[config.mk]
export PLATFORM = sky130hd
export DESIGN_NAME = sram_march_bist
export DESIGN_NICKNAME = d
export VERILOG_FILES = /design/src/rtl/sram_bist_pkg.sv /design/src/rtl/sram_bist_cmp.sv /design/src/rtl/sram_march_bist.sv
export SDC_FILE = /design/constraint.sdc
export NUM_CORES = 1
export LEC_CHECK = 0
export CORE_MARGIN = 2
export CORE_UTILIZATION = 30
export CTS_CLUSTER_DIAMETER = 120
export CTS_CLUSTER_SIZE = 12
export DETAILED_ROUTE_END_ITERATION = 12
export PLACE_DENSITY = 0.52
export SETUP_SLACK_MARGIN = 0.02
export SKIP_CTS_REPAIR_TIMING = 1
export SLEW_MARGIN = 20
export SYNTH_ARGS = -nofsm -noshare
export SYNTH_HDL_FRONTEND = slang
export SYNTH_SLANG_ARGS = --single-unit
[constraint.sdc]
create_clock -name CLK -period 4.35 [get_ports CLK]
set_clock_uncertainty 0.2 [all_clocks]
set_input_delay 0.435 -clock CLK [delete_from_list [all_inputs] [get_ports CLK]]
set_output_delay 0.435 -clock CLK [all_outputs]
set_load 0.01 [all_outputs]
[src/rtl/sram_bist_pkg.sv]
`default_nettype none
// ============================================================================
// Module   : sram_bist_pkg
// Purpose  : Shared types and March C- element tables for the SRAM BIST
//            initiator (sram_march_bist) and its compare unit.
// Contents : state_t controller states, elem_t element index (E0..E5),
//            per-element tables for direction, op count and op polarity.
// Revision : 1.0 - initial release
// ============================================================================
package sram_bist_pkg;

  typedef enum logic [1:0] {
    ST_IDLE  = 2'd0,
    ST_RUN   = 2'd1,
    ST_DRAIN = 2'd2
  } state_t;

  typedef logic [2:0] elem_t;

  localparam elem_t E0 = 3'd0;  // up   (w0)
  localparam elem_t E1 = 3'd1;  // up   (r0, w1)
  localparam elem_t E2 = 3'd2;  // up   (r1, w0)
  localparam elem_t E3 = 3'd3;  // down (r0, w1)
  localparam elem_t E4 = 3'd4;  // down (r1, w0)
  localparam elem_t E5 = 3'd5;  // up   (r0)

  // Tables are indexed by element number; bits 6 and 7 are unused padding so
  // any 3-bit index stays in range.
  localparam logic [7:0] ELEM_UP      = 8'b0010_0111;  // 1 = ascending addresses
  localparam logic [7:0] ELEM_TWO_OPS = 8'b0001_1110;  // 1 = two ops per address
  localparam logic [7:0] OP0_READ     = 8'b0011_1110;  // first op is a read
  localparam logic [7:0] OP0_BIT      = 8'b0001_0100;  // first op data: 1 = ~BG
  localparam logic [7:0] OP1_BIT      = 8'b0000_1010;  // second op (always write)

  function automatic logic op_is_read(input elem_t e, input logic op);
    return op ? 1'b0 : OP0_READ[e];
  endfunction

  function automatic logic op_bit(input elem_t e, input logic op);
    return op ? OP1_BIT[e] : OP0_BIT[e];
  endfunction

endpackage
`default_nettype wire

[src/rtl/sram_bist_cmp.sv]
`default_nettype none
// ============================================================================
// Module   : sram_bist_cmp
// Purpose  : Expected-data pipeline and compare/capture for the SRAM BIST.
//            Each issued read pushes {expected, address, element}; when the
//            entry reaches the end of the READ_LAT-deep pipe, Q is compared.
// Ports    : clk_i, rst_i (async, active high), clr_i (clear results),
//            push_i/exp_i/addr_i/elem_i (read issued this cycle), q_i (macro
//            read data), fail_o/fail_addr_o/fail_elem_o/fail_data_o (first
//            mismatch), err_count_o (saturating mismatch count).
// Revision : 1.0 - initial release
// ============================================================================
module sram_bist_cmp
  import sram_bist_pkg::*;
#(
  parameter int ADDR_W   = 11,
  parameter int DATA_W   = 32,
  parameter int READ_LAT = 1,
  parameter int CNT_W    = 16
) (
  input  logic              clk_i,
  input  logic              rst_i,
  input  logic              clr_i,
  input  logic              push_i,
  input  logic [DATA_W-1:0] exp_i,
  input  logic [ADDR_W-1:0] addr_i,
  input  elem_t             elem_i,
  input  logic [DATA_W-1:0] q_i,
  output logic              fail_o,
  output logic [ADDR_W-1:0] fail_addr_o,
  output logic [2:0]        fail_elem_o,
  output logic [DATA_W-1:0] fail_data_o,
  output logic [CNT_W-1:0]  err_count_o
);

  logic [READ_LAT-1:0] vld_q;
  logic [DATA_W-1:0]   exp_q  [READ_LAT];
  logic [ADDR_W-1:0]   addr_q [READ_LAT];
  elem_t               elem_q [READ_LAT];

  logic                fail_q;
  logic [ADDR_W-1:0]   fail_addr_q;
  elem_t               fail_elem_q;
  logic [DATA_W-1:0]   fail_data_q;
  logic [CNT_W-1:0]    err_q;

  logic                mis;
  assign mis = vld_q[READ_LAT-1] && (q_i != exp_q[READ_LAT-1]);

  always_ff @(posedge clk_i or posedge rst_i) begin
    if (rst_i) begin
      for (int i = 0; i < READ_LAT; i++) begin
        vld_q[i]  <= 1'b0;
        exp_q[i]  <= '0;
        addr_q[i] <= '0;
        elem_q[i] <= '0;
      end
      fail_q      <= 1'b0;
      fail_addr_q <= '0;
      fail_elem_q <= '0;
      fail_data_q <= '0;
      err_q       <= '0;
    end else begin
      vld_q[0]  <= push_i;
      exp_q[0]  <= exp_i;
      addr_q[0] <= addr_i;
      elem_q[0] <= elem_i;
      for (int i = 1; i < READ_LAT; i++) begin
        vld_q[i]  <= vld_q[i-1];
        exp_q[i]  <= exp_q[i-1];
        addr_q[i] <= addr_q[i-1];
        elem_q[i] <= elem_q[i-1];
      end
      // clr only arrives in IDLE, when the pipe is already empty, so it
      // never competes with a live compare.
      if (clr_i) begin
        fail_q      <= 1'b0;
        fail_addr_q <= '0;
        fail_elem_q <= '0;
        fail_data_q <= '0;
        err_q       <= '0;
      end else if (mis) begin
        if (err_q != {CNT_W{1'b1}}) begin
          err_q <= err_q + 1'b1;
        end
        if (!fail_q) begin
          fail_q      <= 1'b1;
          fail_addr_q <= addr_q[READ_LAT-1];
          fail_elem_q <= elem_q[READ_LAT-1];
          fail_data_q <= q_i;
        end
      end
    end
  end

  assign fail_o      = fail_q;
  assign fail_addr_o = fail_addr_q;
  assign fail_elem_o = fail_elem_q;
  assign fail_data_o = fail_data_q;
  assign err_count_o = err_q;

endmodule
`default_nettype wire

[src/rtl/sram_march_bist.sv]
`default_nettype none
// ============================================================================
// Module   : sram_march_bist
// Purpose  : March C- BIST initiator for a single-port SRAM macro. Drives the
//            macro BIST port one op per cycle and checks read data.
// Ports    : CLK, RST (async, active high), start (pulse, ignored when busy);
//            macro side BIST, CEBM, WEBM, AM, DM, BWEBM (all registered), Q;
//            status busy, done, fail, fail_addr, fail_elem, fail_data,
//            err_count.
// Revision : 1.0 - initial release
// ============================================================================
module sram_march_bist
  import sram_bist_pkg::*;
#(
  parameter int                ADDR_W   = 11,
  parameter int                DATA_W   = 32,
  parameter int                READ_LAT = 1,
  parameter logic [DATA_W-1:0] BG       = '0,
  parameter int                CNT_W    = 16
) (
  input  logic              CLK,
  input  logic              RST,
  input  logic              start,
  output logic              BIST,
  output logic              CEBM,
  output logic              WEBM,
  output logic [ADDR_W-1:0] AM,
  output logic [DATA_W-1:0] DM,
  output logic [DATA_W-1:0] BWEBM,
  input  logic [DATA_W-1:0] Q,
  output logic              busy,
  output logic              done,
  output logic              fail,
  output logic [ADDR_W-1:0] fail_addr,
  output logic [2:0]        fail_elem,
  output logic [DATA_W-1:0] fail_data,
  output logic [CNT_W-1:0]  err_count
);

  localparam logic [ADDR_W-1:0] ADDR_MAX = {ADDR_W{1'b1}};
  localparam int                DRN_W    = $clog2(READ_LAT + 1);

  // The output registers always hold the op being presented; elem_q/op_q/
  // am_q identify it, and the *_d signals name the op that follows.
  state_t            state_q;
  elem_t             elem_q;
  logic              op_q;
  logic [ADDR_W-1:0] am_q;
  logic [DATA_W-1:0] dm_q;
  logic              cebm_q;
  logic              webm_q;
  logic              busy_q;
  logic              done_q;
  logic [DRN_W-1:0]  drn_q;

  elem_t             elem_d;
  logic              op_d;
  logic [ADDR_W-1:0] addr_d;
  logic              last_op;

  always_comb begin
    elem_d  = elem_q;
    op_d    = 1'b0;
    addr_d  = am_q;
    last_op = (elem_q == E5) && (am_q == ADDR_MAX);
    if (ELEM_TWO_OPS[elem_q] && !op_q) begin
      op_d = 1'b1;
    end else if (ELEM_UP[elem_q] ? (am_q == ADDR_MAX) : (am_q == '0)) begin
      // Element boundary: reload the address for the next element's direction.
      elem_d = elem_q + 3'd1;
      addr_d = ELEM_UP[elem_d] ? '0 : ADDR_MAX;
    end else begin
      addr_d = ELEM_UP[elem_q] ? am_q + 1'b1 : am_q - 1'b1;
    end
  end

  always_ff @(posedge CLK or posedge RST) begin
    if (RST) begin
      state_q <= ST_IDLE;
      elem_q  <= E0;
      op_q    <= 1'b0;
      am_q    <= '0;
      dm_q    <= '0;
      cebm_q  <= 1'b1;
      webm_q  <= 1'b1;
      busy_q  <= 1'b0;
      done_q  <= 1'b0;
      drn_q   <= '0;
    end else begin
      case (state_q)
        ST_IDLE: begin
          if (start) begin
            state_q <= ST_RUN;
            busy_q  <= 1'b1;
            done_q  <= 1'b0;
            elem_q  <= E0;
            op_q    <= 1'b0;
            am_q    <= '0;
            dm_q    <= op_bit(E0, 1'b0) ? ~BG : BG;
            cebm_q  <= 1'b0;
            webm_q  <= op_is_read(E0, 1'b0);
            drn_q   <= '0;
          end
        end
        ST_RUN: begin
          if (last_op) begin
            state_q <= ST_DRAIN;
            cebm_q  <= 1'b1;
            webm_q  <= 1'b1;
            drn_q   <= '0;
          end else begin
            elem_q  <= elem_d;
            op_q    <= op_d;
            am_q    <= addr_d;
            dm_q    <= op_bit(elem_d, op_d) ? ~BG : BG;
            webm_q  <= op_is_read(elem_d, op_d);
          end
        end
        ST_DRAIN: begin
          // Wait for the last read's data to reach the comparator.
          if (drn_q == DRN_W'(READ_LAT - 1)) begin
            state_q <= ST_IDLE;
            busy_q  <= 1'b0;
            done_q  <= 1'b1;
          end else begin
            drn_q <= drn_q + 1'b1;
          end
        end
        default: begin
          state_q <= ST_IDLE;
          busy_q  <= 1'b0;
          cebm_q  <= 1'b1;
          webm_q  <= 1'b1;
        end
      endcase
    end
  end

  sram_bist_cmp #(
    .ADDR_W   (ADDR_W),
    .DATA_W   (DATA_W),
    .READ_LAT (READ_LAT),
    .CNT_W    (CNT_W)
  ) u_cmp (
    .clk_i       (CLK),
    .rst_i       (RST),
    .clr_i       ((state_q == ST_IDLE) && start),
    .push_i      (!cebm_q && webm_q),
    .exp_i       (dm_q),
    .addr_i      (am_q),
    .elem_i      (elem_q),
    .q_i         (Q),
    .fail_o      (fail),
    .fail_addr_o (fail_addr),
    .fail_elem_o (fail_elem),
    .fail_data_o (fail_data),
    .err_count_o (err_count)
  );

  assign BIST  = busy_q;
  assign busy  = busy_q;
  assign done  = done_q;
  assign CEBM  = cebm_q;
  assign WEBM  = webm_q;
  assign AM    = am_q;
  assign DM    = dm_q;
  assign BWEBM = '0;

endmodule
`default_nettype wire

# ---- Yosys cells after proc, flatten, opt, wreduce, memory -nomap -nowiden
# Memory sizes are Yosys's and may differ from the RTL's.
# Cells that the tools add are included.
dict set report classes {
  n_addsub 5
  n_lt_le_gt_ge 3
  eq_ne 12
  muxes 59
  bitwise_logic 2
  reduce_logical 24
}
# cell count
set op_table {}
lappend op_table {{2-to-1 mux 32 bit} 6}
lappend op_table {{2-to-1 mux 11 bit} 9}
lappend op_table {{case mux 32 bit (2 select lines)} 1}
lappend op_table {{2-to-1 mux 16 bit} 3}
lappend op_table {{inequality test 32 bit} 1}
lappend op_table {{case mux 11 bit (2 select lines)} 1}
lappend op_table {{2-to-1 mux 1 bit} 21}
lappend op_table {{2-to-1 mux 3 bit} 7}
lappend op_table {{AND reduction 3 bit} 6}
lappend op_table {{adder 16 x 1 -> 16 bit, second input constant} 1}
lappend op_table {{inequality test 16 bit, second input constant} 1}
lappend op_table {{< comparator 3 x 4 -> 1 bit, second input constant} 3}
lappend op_table {{case mux 1 bit (3 select lines)} 4}
lappend op_table {{adder 11 x 1 -> 11 bit, second input constant} 1}
lappend op_table {{equality test 11 bit, second input constant} 1}
lappend op_table {{zero test 11 bit} 1}
lappend op_table {{subtractor 11 x 1 -> 11 bit, second input constant} 1}
lappend op_table {{inequality test 2 bit, second input constant} 5}
lappend op_table {{nonzero test 2 bit} 4}
lappend op_table {{2-to-1 mux 2 bit} 3}
lappend op_table {{case mux 2 bit (3 select lines)} 1}
lappend op_table {{case mux 3 bit (2 select lines)} 1}
lappend op_table {{AND reduction 2 bit} 3}
lappend op_table {{logical AND 1 bit} 5}
lappend op_table {{other kinds (12)} 15}
dict set report totals {
  ff_bits 164
  rom_bits 48
  output_inout_bits 143
  wordCells 130
  n_memories 6
}
# memory words width read_ports rd_clocked_by_memory_dff write_ports line
set mem_list {}
lappend mem_list {{(name not given)} 8 1 1 0 0 sram_bist_pkg.sv:36} ;# return op ? 1'b0 : OP0_READ[e];
lappend mem_list {{(name not given)} 8 1 1 0 0 sram_bist_pkg.sv:40} ;# return op ? OP1_BIT[e] : OP0_BIT[e];
lappend mem_list {{(name not given)} 8 1 1 0 0 sram_bist_pkg.sv:40}
lappend mem_list {{(name not given)} 8 1 1 0 0 sram_march_bist.sv:73} ;# addr_d = ELEM_UP[elem_q] ? am_q + 1'b1 : am_q - 1'b1;
lappend mem_list {{(name not given)} 8 1 1 0 0 sram_march_bist.sv:71} ;# addr_d = ELEM_UP[elem_d] ? '0 : ADDR_MAX;
lappend mem_list {{(name not given)} 8 1 1 0 0 sram_march_bist.sv:66} ;# if (ELEM_TWO_OPS[elem_q] && !op_q) begin

# ---- Depth between registers and ports, before layout
dict set report logic_depth {
  depth_word 11
  depth_mapped 11
  ltp_nobuf 10
}

# ---- By module
# A second synthesis with hierarchy kept.
dict set report hier_totals {
  hier_cells 610
  hier_area_um2 6686.4
}
# mod n_inst cells_each area_per_inst_um2 seq_area_each_um2
set by_module_without_submodules {}
lappend by_module_without_submodules {sram_bist_cmp 1 344 4419.2 2752.6}
lappend by_module_without_submodules {sram_march_bist 1 266 2267.2 553.0}

# ---- Least setup slack after synthesis
# OpenSTA, ideal clock, no wires.
dict set report synth_timing {
  path_kind {register -> register}
  startpoint {register elem_q[0]}
  endpoint {register am_q[10], in the netlist AM[10]}
  arrival_ns 2.656
  required_ns 4.021
  slack_ns 1.365
  stages_incl_launch_ff 12
  synth_period_minus_slack_ns 2.985
  path_cell_list {dfrtp_1 -> buf_2 -> mux2i_2 -> inv_1 -> ha_1 -> nor2b_1 -> o21ai_0 -> o211a_1 -> or3_1 -> and4_1 -> o21ai_0 -> o21ai_0}
}
dict set report synth_via {
  elab_chain_len 8
  elab_cells_between_ends 20
}
# element line
set synth_lines {}
lappend synth_lines {{start, declared} sram_march_bist.sv:46} ;# elem_t elem_q;
lappend synth_lines {{start signal, assigned} sram_march_bist.sv:112} ;# elem_q <= elem_d;
lappend synth_lines {{adder 3 x 1 -> 3 bit} sram_march_bist.sv:70} ;# elem_d = elem_q + 3'd1;
lappend synth_lines {{memory (8 x 1 bit)} n/a}
lappend synth_lines {{2-to-1 mux 1 bit (implied by the code)} sram_march_bist.sv:71}
lappend synth_lines {{2-to-1 mux 11 bit} sram_march_bist.sv:71}
lappend synth_lines {{2-to-1 mux 11 bit} sram_march_bist.sv:68} ;# end else if (ELEM_UP[elem_q] ? (am_q == ADDR_MAX) : (am_q == '0)) begin
lappend synth_lines {{2-to-1 mux 11 bit} sram_march_bist.sv:66}
lappend synth_lines {{2-to-1 mux 11 bit} sram_march_bist.sv:106} ;# if (last_op) begin
lappend synth_lines {{case mux 11 bit (2 select lines)} sram_march_bist.sv:90} ;# case (state_q)
lappend synth_lines {{end signal, assigned} sram_march_bist.sv:114} ;# am_q <= addr_d;
lappend synth_lines {{end, declared} sram_march_bist.sv:48} ;# logic [ADDR_W-1:0] am_q;
# Several ways; a longest one is shown, not always the timed one. The select of a mux whose other input is x is not followed.
# A chain may end at the register's enable or synchronous reset.

# ---- Worst setup path after layout
# Ends and elaborated chain as after synthesis.

==> results_dict.tcl <==
set metrics [dict create \
    synth-compound-area-share_pct 7.49 \
    routed_wl_mm 13.2 \
    crit_arrival_ps 3330 \
    intPower_uw 2390 \
    fin_hold_ws_ps 294 \
    setup_tns_ps 0 \
    rows 49 \
    synthesis.area_sq_um 5450 \
    hpwl_mm 9.63 \
    synth-xor-area-share_pct 4.02 \
    drt-pass1-iter-count 4 \
    drt_iter0_markers 243 \
    period_share_pct 76.1 \
    ioPinCount 178 \
    place.gp.congestion 0.845 \
    clk_latency_ps 340 \
    reg2reg_to "AM[10]" \
    finalCriticalPeriod_ps 3310 \
    combPwrFrac_pct 36.0 \
    cts_buffer_depth 2 \
    ant_nets 0 \
    layout.nets 706 \
    drive_gt1_share_pct 4.68 \
    synth-seq-cells 101 \
    areaGrowthSynthToFinish_pct 29.1 \
    reg2reg_depth 10 \
    clkPwrFrac_pct 22.7 \
    yosysWarnings 0 \
    path_class "flop to flop" \
    p_seq_share_pct 41.3 \
    power.static_leakage_uw 0.00335 \
    pre_cts_slack_ps 1080 \
    placed_cell_area_sq_um 6720 \
    cts_inserted_buffers 9 \
    status "completed" \
    synth-async-reset-ratio_pct 100 \
    rsz0062_at_grt "false" \
    fp.dieH_um 139 \
    synth.mux.area_fraction_pct 8.89 \
    synthAdderAreaFrac_pct 3.35 \
    crit_path_start_kind "flop" \
    postSynthCellCount 550 \
    p_sw_uw 1190 \
    maxCapViolCount 0 \
    synth_edf_count 0 \
    layout_setup_ws_ps 1040 \
    hold_viol_final 0 \
    setup_viol 0 \
    grt_usage_pct 13.4 \
    max_freq_ghz 0.302 \
    swShare_pct 33.3 \
    cts_tree "built" \
    die_area_sq_um 19300 \
    grt_pass1_vias 4012 \
    cellPowerDensity_nw_per_um2 509 \
    worst_pin_slew_ps 898 \
    grt_first_pass_wirelength_mm 21.0 \
    portBuffers 145 \
    syn_area_per_cell_sq_um 9.90 \
    grt-ovfl-total 0 \
    clk_pin_slew_ps 70 \
    grt_max_degree 73 \
    hold_path_end "u_cmp.fail_addr_o[10]" \
    design.core.area_sq_um 17900 \
    design_area_sq_um 7030 \
    cts-root-buf "clkbuf_16" \
    hold_start "u_cmp.addr_q[10]" \
    drc_errors 0 \
    power_uw 3580 \
    synth_ff_type "dfrtp_1" \
    timing.final.max_slew_violations 0 \
    n_antenna_cell 0 \
    synth_top_family_by_area "simple AND/OR/NAND/NOR gates" \
    cts_max_level 3 \
    via_per_inst 4.64 \
    synth_seq_area_share_pct 46.4 \
    max-slew-margin-rel_pct 40.1 \
    cp_max_fo 15 \
    fp.dieW_um 139 \
    synth.distinct_cells 49 \
    crit_required_ps 4370 \
    rr_startpoint "elem_q[0]" \
    antenna_found_initial 0 \
    ir_worst_vdd_mv 0.237 \
    hold_path.class "flop to flop" \
    cts.sink_count 101 \
    wl_per_cell_um 14.8 \
    yosys.area_share.simple_pct 17.1 \
    rrSetupSlack_ps 1040 \
    endpoint_kind "flop" \
    vias 4130 \
    start_util_pct 30.4 \
    worstHoldPathCells 2 \
]
## power by group through the flow
stage	logic, uW	registers, uW	clock network [uW]
global placement	1280	1490	0
global route	1410	1520	888
floorplan	564	1540	0
CTS	1300	1480	847
finish	1290	1480	813
detailed placement	1300	1500	0
## per-stage QoR
| stage | utilization (%) | cells |
|---|---|---|
| 4_1_cts | 39.3 | 891 |
| 3_3_place_gp | 37.6 | 875 |
| 5_1_grt | 39.3 | 891 |
| 6_report | 39.3 | 891 |
| 2_1_floorplan | - | 581 |
| 3_5_place_dp | 37.6 | 875 |
## Yosys cell counts (2+ instances only)
cell / count / area share [%]
xor2_1: 3 / 0.48
nand2b_1: 3 / 0.34
nor2_1: 80 / 5.5
buf_4: 64 / 8.8
buf_6: 2 / 0.41
dfrtp_1: 99 / 45
nor4b_1: 2 / 0.32
nand2_1: 41 / 2.8
and3_1: 6 / 0.69
nor3_1: 18 / 1.7
buf_2: 2 / 0.18
nor4_1: 14 / 1.6
nand3_1: 16 / 1.5
a211oi_1: 3 / 0.41
dfstp_2: 2 / 0.96
o21a_1: 2 / 0.28
inv_1: 12 / 0.83
a31oi_1: 6 / 0.69
buf_12: 4 / 1.5
clkbuf_1: 13 / 0.90
nand4_1: 7 / 0.80
a21o_1: 4 / 0.55
o21ai_0: 25 / 2.3
a21oi_1: 12 / 1.1
and4_1: 2 / 0.32
nor2b_1: 3 / 0.34
and2_1: 4 / 0.46
ha_1: 13 / 3.0
mux2i_1: 47 / 8.6
xnor2_1: 22 / 3.5
## per-layer routing
metal	part of all wire [%]	track usage, %
met3	4.7	2.76
met5	0	0
met1	48	18.1
met4	1.1	3.83
met2	47	21.8
## worst max path at each step
| stage | startpoint | to | depth (start not counted) |
|---|---|---|---|
| final | elem_q[0] | AM[10] | 10 |
| after global routing | elem_q[0] | AM[10] | 10 |
| after CTS | elem_q[0] | AM[10] | 10 |
| after detailed placement | elem_q[0] | AM[10] | 10 |
| after global placement | elem_q[0] | AM[10] | 10 |
| after floorplan | RST | AM[0] | 1 |
## layout by cell type (no fill, tap or decap), types with 14 or more instances in the layout
master and n:
mux2i_1 47, clkdlybuf4s50_1 145, nor3_1 18, nor2_1 79, o21ai_0 25, nand2_1 41, dfrtp_1 99, nand3_1 16
nor4_1 14, xnor2_1 22, conb_1 32
## flip-flops by register name, indices dropped and copies added, names as in the netlist
| name | flops |
|---|---|
| u_cmp.exp_q | 1 |
| WEBM | 1 |
| u_cmp.fail_elem_o | 3 |
| state_q | 2 |
| u_cmp.vld_q | 1 |
| CEBM | 1 |
| done | 1 |
| u_cmp.fail_addr_o | 11 |
| u_cmp.addr_q | 11 |
| op_q | 1 |
| u_cmp.err_count_o | 16 |
| DM | 1 |
| u_cmp.fail_o | 1 |
| elem_q | 3 |
| u_cmp.fail_data_o | 32 |
| u_cmp.elem_q | 3 |
| AM | 11 |
| BIST | 1 |
## logic make-up after synthesis
kind of cell,after synthesis
and+or+nand+nor,202
DFF,101
buffers and inverters,97
AOI/OAI and AO/OA,62
muxes,48
xor gates and xnor gates,25
adders and majority gates,14
other,1
## cell type report
class / count / area, sq um
sequential: 101 / 2530
multi-input combinational: 383 / 2360
inverter: 12 / 47.5
clock buffer: 9 / 225
fill: 1790 / 10900
clock inverter: 7 / 82.6
tap: 229 / 287
timing repair buffer: 150 / 1500
## critical path, cell delays in order, from the launching register on
cell and delay, ps:
dfrtp_1 550, mux2i_2 360, inv_1 290, ha_1 440, nor2b_1 160, o21ai_0 140
o211a_1 260, or3_1 390, and4_1 180, o21ai_0 130, o21ai_0 90
Power figures use the tool's default switching activity.
